`src/rtl/fetch_pc_unit_pkg.sv`:
```
// Shared definitions for the fetch / program-counter stage.
package fetch_pc_unit_pkg;

    localparam int WORD_W = 32;

    localparam logic [WORD_W-1:0] RESET_PC_DEFAULT = 32'h0000_0000;
    localparam logic [WORD_W-1:0] PC_INC_DEFAULT   = 32'd4;

    // FETCH: request outstanding; SQUASH: wrong-path reply pending;
    // BUFFERED: skid register full, no request issued.
    typedef enum logic [1:0] {
        ST_FETCH    = 2'd0,
        ST_SQUASH   = 2'd1,
        ST_BUFFERED = 2'd2
    } fetch_state_e;

endpackage

```
`src/rtl/fetch_pc_unit_target_adder.sv`:
```
// Branch target formation: RedirectBase + BranchOffset, wrapping mod 2^32.
module pc_target_adder
    import fetch_pc_unit_pkg::*;
(
    input  logic [WORD_W-1:0] base,
    input  logic [WORD_W-1:0] offset,
    output logic [WORD_W-1:0] target
);

    // Plain modular add; carry-out is intentionally discarded.
    always_comb begin
        target = base + offset;
    end

endmodule

```
`src/rtl/fetch_pc_unit.sv`:
```
// Program counter, instruction-fetch handshake, IF/ID register, wrong-path
// squash and one-entry skid buffer.
//
// Memory handshake: ImemReq is a level request for ImemAddr, high only in
// FETCH while out of reset. ImemReady is a single-cycle pulse; ImemData is
// valid only in that cycle. Exactly one reply follows each issued address,
// so a redirect taken while a reply is still owed waits in SQUASH to drop it.
module fetch_pc_unit
    import fetch_pc_unit_pkg::*;
#(
    parameter logic [WORD_W-1:0] RESET_PC = RESET_PC_DEFAULT,
    parameter logic [WORD_W-1:0] PC_INC   = PC_INC_DEFAULT
) (
    input  logic              Clk,
    input  logic              Rst,
    input  logic              Stall,
    input  logic              Redirect,
    input  logic [WORD_W-1:0] RedirectBase,
    input  logic [WORD_W-1:0] BranchOffset,
    output logic [WORD_W-1:0] ImemAddr,
    output logic              ImemReq,
    input  logic              ImemReady,
    input  logic [WORD_W-1:0] ImemData,
    output logic [WORD_W-1:0] IfIdInstr,
    output logic [WORD_W-1:0] IfIdPCPlus4,
    output logic              IfIdValid,
    output logic [1:0]        dbg_state
);

    fetch_state_e      state;
    logic [WORD_W-1:0] pc;
    logic [WORD_W-1:0] pending_pc;
    logic [WORD_W-1:0] skid_instr;
    logic [WORD_W-1:0] skid_pc_plus4;
    logic [WORD_W-1:0] target;
    logic [WORD_W-1:0] pc_plus4;

    pc_target_adder u_target_adder (
        .base   (RedirectBase),
        .offset (BranchOffset),
        .target (target)
    );

    // Sequential increment and the externally visible views of the state.
    always_comb begin
        pc_plus4  = pc + PC_INC;
        ImemAddr  = pc;
        ImemReq   = Rst && (state == ST_FETCH);
        dbg_state = state;
    end

    // Fetch FSM with PC, pending target, skid and IF/ID registers.
    // Edge priority: reset, then redirect, then stall, then normal flow.
    always_ff @(posedge Clk) begin
        if (!Rst) begin
            state         <= ST_FETCH;
            pc            <= RESET_PC;
            pending_pc    <= RESET_PC;
            skid_instr    <= '0;
            skid_pc_plus4 <= '0;
            IfIdInstr     <= '0;
            IfIdPCPlus4   <= '0;
            IfIdValid     <= 1'b0;
        end else begin
            case (state)
                ST_FETCH: begin
                    if (Redirect) begin
                        IfIdValid <= 1'b0;
                        if (ImemReady) begin
                            // Reply arrived with the redirect: drop it and go.
                            pc <= target;
                        end else begin
                            // Reply still owed for the old PC: wait it out.
                            pending_pc <= target;
                            state      <= ST_SQUASH;
                        end
                    end else if (Stall) begin
                        if (ImemReady) begin
                            skid_instr    <= ImemData;
                            skid_pc_plus4 <= pc_plus4;
                            state         <= ST_BUFFERED;
                        end
                    end else if (ImemReady) begin
                        IfIdInstr   <= ImemData;
                        IfIdPCPlus4 <= pc_plus4;
                        IfIdValid   <= 1'b1;
                        pc          <= pc_plus4;
                    end else begin
                        IfIdValid <= 1'b0;
                    end
                end

                ST_SQUASH: begin
                    IfIdValid <= 1'b0;
                    if (Redirect) begin
                        pending_pc <= target;
                    end
                    if (ImemReady) begin
                        // Latest redirect wins, including one in this cycle.
                        pc    <= Redirect ? target : pending_pc;
                        state <= ST_FETCH;
                    end
                end

                ST_BUFFERED: begin
                    if (Redirect) begin
                        pc        <= target;
                        IfIdValid <= 1'b0;
                        state     <= ST_FETCH;
                    end else if (!Stall) begin
                        IfIdInstr   <= skid_instr;
                        IfIdPCPlus4 <= skid_pc_plus4;
                        IfIdValid   <= 1'b1;
                        pc          <= pc_plus4;
                        state       <= ST_FETCH;
                    end
                end

                default: begin
                    state <= ST_FETCH;
                end
            endcase
        end
    end

endmodule
```
`config.mk`:
```
export PLATFORM = sky130hd
export DESIGN_NAME = fetch_pc_unit
export DESIGN_NICKNAME = d
export VERILOG_FILES = /design/src/rtl/fetch_pc_unit_pkg.sv /design/src/rtl/fetch_pc_unit_target_adder.sv /design/src/rtl/fetch_pc_unit.sv
export SDC_FILE = /design/constraint.sdc
export NUM_CORES = 1
export LEC_CHECK = 0
export ABC_AREA = 1
export CORE_MARGIN = 4
export CORE_UTILIZATION = 58
export CTS_CLUSTER_DIAMETER = 30
export DETAILED_ROUTE_END_ITERATION = 10
export PLACE_DENSITY_LB_ADDON = 0.3
export SETUP_SLACK_MARGIN = 0.4
export SLEW_MARGIN = 25
export SYNTH_ARGS = -nofsm -noshare
export SYNTH_HDL_FRONTEND = slang
export SYNTH_SLANG_ARGS = --single-unit
```
`constraint.sdc`:
```
create_clock -name Clk -period 3.99 [get_ports Clk]
set_input_delay 0.399 -clock Clk [delete_from_list [all_inputs] [get_ports Clk]]
set_output_delay 0.399 -clock Clk [all_outputs]
set_load 0.02 [all_outputs]
```
Word-level counts from Yosys, hierarchy flattened
Cells that the tools add are included.
{ "totals": {"reg_bits": 195, "latchBits": 0, "mem_bits_rw": 0, "mem_bits_ro": 0, "inputBits": 101, "out_inout_bits": 100, "word_cells": 73, "n_memories": 0} }
{ "classes": {"add_sub_neg": 2, "n_mul": 0, "n_div": 0, "order_cmp": 0, "eq_ne": 15, "shift": 0, "mux": 36, "bitwise": 1, "reduce_logical": 11} }
{ "op_table": {"columns": ["cell", "count"], "rows": [
  ["two-way mux 32 bit", 18],
  ["case mux 32 bit (2 select lines)", 3],
  ["case mux 32 bit (3 select lines)", 1],
  ["adder 32 x 3 -> 32 bit, second input constant", 1],
  ["adder 32 bit", 1],
  ["!= test 2 bit, second input constant", 8],
  ["!= test 3 bit, second input constant", 5],
  ["two-way mux 2 bit", 7],
  ["AND reduction 5 bit", 2],
  ["case mux 2 bit (3 select lines)", 1],
  ["AND reduction 3 bit", 2],
  ["AND reduction 6 bit", 1],
  ["two-way mux 1 bit", 5],
  ["AND reduction 4 bit", 1],
  ["nonzero test 2 bit", 2],
  ["case mux 1 bit (3 select lines)", 1],
  ["nonzero test 3 bit", 1],
  ["== test 2 x 1 -> 1 bit, second input constant", 1],
  ["== test 2 bit, second input constant", 1],
  ["logical NOT 2 bit", 1],
  ["logical AND 1 bit", 1],
  ["inverter 1 bit", 1]
]} }

Longest topological paths before layout
Gate-level depths: netlist of the first run.
{ "depth": {"depth_word": 5, "mapped_depth": 17, "depth_no_buf": 17} }

By module
Synthesis of the first run repeated with hierarchy kept, for this count alone.
{ "unflattened": {"cells_unflattened": 1779, "area_unflattened_um2": 11245.8} }
{ "modules_own_cells": {"columns": ["module", "instances", "cells_per_inst", "area_per_inst_um2", "seq_area_each_um2"], "rows": [
  ["fetch_pc_unit", 1, 1288, 8882.3, 3903.7],
  ["pc_target_adder", 1, 491, 2363.5, 0.0]
]} }

Worst setup path before layout of the first run
OpenSTA, ideal clock, no wires.
{ "synth_path": {"path_kind": "reg2reg", "start": "register state[0] (netlist: dbg_state[0])", "end": "register pc[28] (netlist: ImemAddr[28])", "setup_ps": 119, "t_arrival_ps": 1857, "required_time_ps": 3871, "path_slack_ps": 2014, "stages_incl_launch_ff": 13, "path_buffers": 2, "period_less_slack_ps": 1976, "cell_sequence": "dfxtp_1 > inv_1 > ha_1 > buf_2 > clkinv_2 > nand2_1 > nand2_1 > nand4_2 > inv_2 > buf_4 > o21ai_0 > a21oi_1 > a21oi_1"} }
{ "synth_via": {"elab_chain_cells": 3, "elab_cells_between_ends": 10, "cone_classes": "eq/ne: 6; mux: 1; reduce/logical: 3"} }
{ "synth_rtl": {"columns": ["item", "line", "text"], "rows": [
  ["start, declared", "fetch_pc_unit.sv:30", "fetch_state_e state;"],
  ["start signal, assigned", "fetch_pc_unit.sv:56", "state <= ST_FETCH;"],
  ["start signal, assigned", "fetch_pc_unit.sv:75", "state <= ST_SQUASH;"],
  ["start signal, assigned", "fetch_pc_unit.sv:81", "state <= ST_BUFFERED;"],
  ["== test 2 bit (tied with other cells)", "fetch_pc_unit.sv:65", "case (state)"],
  ["!= test 3 bit (no line) (tied with other cells)", null, null],
  ["AND reduction 5 bit (no line)", null, null],
  ["end signal, assigned", "fetch_pc_unit.sv:71", "pc <= target;"],
  ["end signal, assigned", "fetch_pc_unit.sv:87", "pc <= pc_plus4;"],
  ["end signal, assigned", "fetch_pc_unit.sv:100", "pc <= Redirect ? target : pending_pc;"],
  ["end, declared", "fetch_pc_unit.sv:31", "logic [WORD_W-1:0] pc;"]
]} }
Parallel ways exist; a longest one is shown, timed or not.
A chain may end at the register's enable or synchronous reset.

Final worst setup path of the first run
{ "layout_path": {"start": "register state[1] (netlist: dbg_state[1])", "end": "register pc[27] (netlist: ImemAddr[27])"} }
The elaborated chain is that of the path after synthesis.

==> metrics.txt, run 1 <==
status complete, no violations; worst reg-to-reg path cell count 10; # nets final 2,065; DR iter-0 viols 1,281; Reg2Reg Launch Point dbg_state[1]; Sum Neg Setup Slack 0 ns; WHS Path Cells 3; Pint 4240 uW; Yosys top cell by area dfxtp_1; Num CTS Buffers 17; Setup Viol. Count Final 0; Non-Filler Instances 2,200; initial antenna violation count 0; setup bufs post-CTS 0; Leakage 0.00662 uW; pre-CTS setup slack 1.04 ns; P_sw 3080 uW; post-route ant nets 0; Netlist Area Pre-Place 11,300 um2; combinational share of power 38.8%; cell count after placement 2,168; CTS root buf clkbuf_16; fin crit period 2.87 ns; Ys Warns 0; Vias 12,100; sequential fraction of design power 36.2%; I/O pins 201; Min-Delay Endpoint pending_pc[1]; Gate Count Post-Synth 1,781; drt total wl 35,300 um; Synth Register Bits 195; clk sinks 195; Clk Latency, worst-skew pair 0.44 ns; final hold viol count 0; Worst Setup End Kind flip-flop; Netlist cell types 42; clock transition at the registers of the reported paths 0.09 ns; Final WS setup 1.12 ns; worst slew pin tran 0.831 ns; Initial Utilization 59.8%; number of global-route vias before repair 10,900; GPL Wtd Cong 0.967; Die W 148 um; P per Cell Area 522 nW/um2; Clock Skew 0.0176 ns; H-tree Lvls 4; Hold Path Origin Rst; Max Transition Viols Final 0; HPWL after detailed placement 26,200 um; worst path required time 4.31 ns; Clk network pwr share 25.0%; RSZ-0062 raised after global routing no; post-route cell area 14,000 um2; top_reg_cell synth dfxtp_1; Fillers 1,585; Startpoint Class flip-flop; peak supply drop 417 uV; switch share 42.1%; reg2reg end ImemAddr[27]; final worst-path cycle share 72.0%; CP arrival 3.19 ns; first-pass GRT wire length 56,000 um; antenna diode count 0; Global Route Usage Sum 31.4%; vias per cell 5.48; Post-synth EDFFs 0; max-cap violations 0; post-synth top area share 34.5%; Achievable Freq 348 MHz; grt ovf 0; Worst slew margin 44.6%; Hold-fix buffers, CTS 0; CTS tree built; post_cts resized 0; Mapped Nets 1,919; # DRC 0; core area 19,000 um2; worst-path maximum fanout 46; flop2flop setup slack 1.12 ns; placed inst area 13,400 um2; WS Path Type reg -> reg; sequential fraction of the synthesis area 34.5%; routed len/inst 16.0 um; largest net degree at the start of global routing 88; Die Footprint 21,800 um2; Site Rows 50; 1st-pass router iterations 6; Port-buffer cells 200; Final Util 73.9%; Async SR Flop Fraction 0%; Die Height 148 um; worst hold path class in -> reg; Mean Syn Cell Area 6.36 um2; Max clock buf depth 2; largest cells by area after synthesis dfxtp_1 (34%), nand2_1 (16%), inv_1 (8.9%); layout cells sized above 1 3.51%; synth-to-layout area growth 23.7%
## worst max-delay path, cell delays in order, from the launching register on
cell and delay, ns:
dfxtp_1 0.40, inv_1 0.10, ha_1 0.24, inv_2 0.17, nand2_1 0.11, nand2_1 0.14, nand4_2 0.42, inv_2 0.67
o21ai_0 0.21, a21oi_1 0.18, a21oi_1 0.09
## cell usage in the layout, fill, tap and decap left out, types with 4 or more instances in the layout
master and n:
xnor2_1 6, nand2_1 487, o211ai_1 4, o21ai_0 178, inv_2 8, o21bai_1 7
dfxtp_1 195, nor2_4 5, xor2_1 20, clkbuf_16 17, ha_1 35, nor3_1 12
and2_1 4, clkinv_8 4, nand3_1 55, inv_12 6, nor2_1 113, a21oi_1 196
inv_1 270, nand3b_1 15, a31oi_1 41, o21a_1 4, clkdlybuf4s50_1 199, buf_4 11
o21ai_1 15
## cells in the mapped netlist (3+ instances only)
cell,n
nand2_1,487
inv_1,270
a21oi_1,196
dfxtp_1,195
o21ai_0,178
nor2_1,113
nand3_1,55
clkbuf_1,50
a31oi_1,41
ha_1,36
buf_2,22
xor2_1,20
nand3b_1,15
o21ai_1,15
nor3_1,12
inv_2,8
o21bai_1,7
buf_4,6
xnor2_1,6
and2_1,4
buf_1,4
nor2_4,4
o211ai_1,4
o21a_1,4
a211oi_1,3
nand2_2,3
nand4_1,3
## metal layers
layer  GRT usage [%]  part of all wire, %
met1            42.3                   42
met2            52.3                   47
met3            5.49                  8.4
met4            8.39                  2.3
met5               0                    0
## cell families (layout without fill, tap and decap cells)
kind of cell               after synthesis  after routing  synth area share [%]
xor gates and xnor gates                26             26                  2.01
buffers and inverters                  362            521                  12.5
DFF                                    195            195                  34.5
adders and majority gates               37             37                  4.15
and+or+nand+nor                        703            703                  25.5
AOI/OAI and AO/OA                      458            458                  21.3
## how the worst max path moves through the flow
stage	from	to	cells after the start
detailed placement	Redirect	pending_pc[2]	9
finish	dbg_state[1]	ImemAddr[27]	10
global route	dbg_state[0]	ImemAddr[24]	10
floorplan	dbg_state[0]	ImemAddr[28]	12
CTS	dbg_state[0]	ImemAddr[24]	10
global placement	Redirect	pending_pc[0]	9
## power by group through the flow
stage / clock network (uW) / registers [uW] / logic, uW
finish: 1830 / 2650 / 2840
global route: 1930 / 2690 / 3090
CTS: 1840 / 2640 / 2790
detailed placement: 0 / 2670 / 2770
global placement: 0 / 2670 / 2730
floorplan: 0 / 2830 / 1550
## sequential cells by signal, summed over array words and instances (netlist names)
signal,cells
skid_pc_plus4,32
pending_pc,32
dbg_state,2
IfIdPCPlus4,32
ImemAddr,32
IfIdInstr,32
skid_instr,32
IfIdValid,1
## layout make-up
class | count | area (um2) | share of cell area (%)
multi-input cells | 1224 | 6010 | 42.9
clock buffers | 17 | 425 | 3.03
well taps | 260 | 325 | 2.32
repair buffers | 210 | 2070 | 14.8
flip-flops and latches | 195 | 3900 | 27.8
clock inverters | 15 | 225 | 1.61
inverters | 279 | 1050 | 7.48
## stage by stage
step / hold WS [ns] / power, uW
3_5_place_dp: 0.436 / 5440
4_1_cts: 0.346 / 7270
6_report: 0.368 / 7320
5_1_grt: 0.354 / 7710
3_3_place_gp: 0.435 / 5390
2_1_floorplan: 0.424 / 4380
Power figures use the tool's default switching activity.
==> inputs of run 2 (changes only) <==
Settings changed: CORE_UTILIZATION 58 to 49.
Clock period 3.99 ns to 2.6 ns, I/O delays scaled along.
==> run 2 against run 1 <==
Net effect:
- critical path depth grew 1
- combinational power grew 60%
- fmax is 34% higher
- first-iteration DRC count down 11%
- register-to-register slack worse by 0.67 ns
- largest power group unchanged
- cell area rose by 1.4%
- via count down 1.7%
- die area rose by 17%
- flip-flop and latch count did not move
- setup slack worse by 0.67 ns
- sequential power rose by 52%
==> metrics.txt, run 2 (synthesis results as in run 1) <==
fin crit period 2.15 ns; CTS tree built; worst hold path class in -> reg; layout cells sized above 1 4.55%; clk sinks 195; Sum Neg Setup Slack 0 ns; peak supply drop 656 uV; Global Route Usage Sum 25.7%; most common cell after layout, fill and taps aside nand2_1; clock transition at the registers of the reported paths 0.08 ns; Die W 160 um; antenna diode count 0; CP arrival 2.47 ns; # DRC 0; WS Path Type reg -> reg; flop2flop setup slack 0.45 ns; post-route cell area 14,200 um2; Num CTS Buffers 17; Worst slew margin 43.4%; core area 22,700 um2; Top Family by Delay on Critical Path simple AND/OR/NAND/NOR gates; highest-count cells in the layout ignoring fill and taps nand2_1 (486), inv_1 (269), clkdlybuf4s50_1 (198); CTS root buf clkbuf_16; WHS Path Cells 3; GPL Wtd Cong 0.975; Site Rows 55; synth-to-layout area growth 25.5%; final worst-path cycle share 82.8%; Die Footprint 25,600 um2; Min-Delay Endpoint dbg_state[1]; Leakage 0.00672 uW; worst slew pin tran 0.849 ns; Clock Skew 0.0169 ns; number of global-route vias before repair 10,800; vias per cell 5.29; Achievable Freq 465 MHz; initial antenna violation count 1; H-tree Lvls 4; worst path required time 2.92 ns; # nets final 2,081; first-pass GRT wire length 54,800 um; Worst Setup End Kind flip-flop; Max clock buf depth 2; Reg2Reg Launch Point dbg_state[0]; Max Transition Viols Final 0; Port-buffer cells 200; Clk Latency, worst-skew pair 0.44 ns; 1st-pass router iterations 6; status complete, no violations; final hold viol count 0; Startpoint Class flip-flop; HPWL after detailed placement 25,200 um; CP max stage cell dfxtp_1; Initial Utilization 49.9%; worst-path cell chain inv_1, ha_1, inv_2, nand2_1, nand2_1, nand4_4, buf_6, nor2_2, inv_1, a21oi_1, a21oi_1; Fillers 2,180; RSZ-0062 raised after global routing yes; Hold Path Origin Rst; WP buf/inv 4; Vias 11,900; Setup Viol. Count Final 0; placed inst area 13,500 um2; P per Cell Area 791 nW/um2; Die Height 160 um; post-route ant nets 0; max-cap violations 0; worst-path maximum fanout 15; grt ovf 0; reg2reg end ImemAddr[17]; largest net degree at the start of global routing 147; DR iter-0 viols 1,140; Final Util 62.6%; drt total wl 34,200 um; worst reg-to-reg path cell count 11; routed len/inst 15.3 um; Max stage delay on crit path 0.39 ns; I/O pins 201
run 2: changes by cell type in the layout (fill, tap and decap cells not counted), moves of 3 or more:
cell / change
buf_4: +9
clkinv_8: +3
inv_6: +4
inv_12: -6
buf_12: +4
run 2: metrics by stage:
stage               total power [uW]  hold slack, ns  setup WS, ns  instances
global placement                8420           0.436         0.148       2205
global route                   11900           0.161         0.377       2241
finish                         11200           0.154         0.448       2241
CTS                            11200           0.129         0.442       2237
floorplan                       6720           0.388         0.624       1781
detailed placement              8480           0.441         0.113       2205
run 2: cell type report:
type | instances | area (um2) | share of cell area (%)
tap | 285 | 357 | 2.51
clock inverter | 14 | 180 | 1.27
sequential | 195 | 3910 | 27.5
timing repair inverter | 1 | 5.00 | 0.0352
multi-input combinational | 1224 | 6030 | 42.4
inverter | 279 | 1060 | 7.43
timing repair buffer | 225 | 2250 | 15.8
clock buffer | 18 | 439 | 3.09
run 2: worst max path at each step:
stage                     endpoint            start  cells past startpoint
floorplan             ImemAddr[28]     dbg_state[0]                     12
global route          ImemAddr[17]     dbg_state[0]                     11
global placement      ImemAddr[14]  RedirectBase[0]                     12
finish                ImemAddr[17]     dbg_state[0]                     11
detailed placement  pending_pc[24]  RedirectBase[0]                     18
CTS                   ImemAddr[17]     dbg_state[0]                     11
run 2: metal layers:
| layer | track usage [%] | share of wire, % | up-vias |
|---|---|---|---|
| met4 | 8.21 | 2.4 | 2 |
| met3 | 4.52 | 7.6 | 55 |
| li1 | - | - | 6012 |
| met1 | 35.4 | 45 | 5350 |
| met2 | 40.9 | 45 | 433 |
| met5 | 0 | 0.020 | - |
run 2: repair_timing:
item,CTS,global route
setup buffers,0,3
hold buffers,0,0
endpoints found under the hold margin,0,0
pin swaps,0,2
setup endpoints to repair,2,27
resized for setup,1,12
gates cloned,0,1
run 2: report_power, final:
part	switching [uW]	internal (uW)	total (uW)
logic	2840	1710	4550
registers	462	3560	4020
clock network	1330	1330	2670
total	4630	6600	11200
run 2: worst register-to-register path, stage by stage, from the launching register on:
cell and delay [ns]:
dfxtp_1 0.39, inv_1 0.10, ha_1 0.25, inv_2 0.13, nand2_1 0.10, nand2_1 0.17
nand4_4 0.18, buf_6 0.21, nor2_2 0.13, inv_1 0.11, a21oi_1 0.17, a21oi_1 0.09
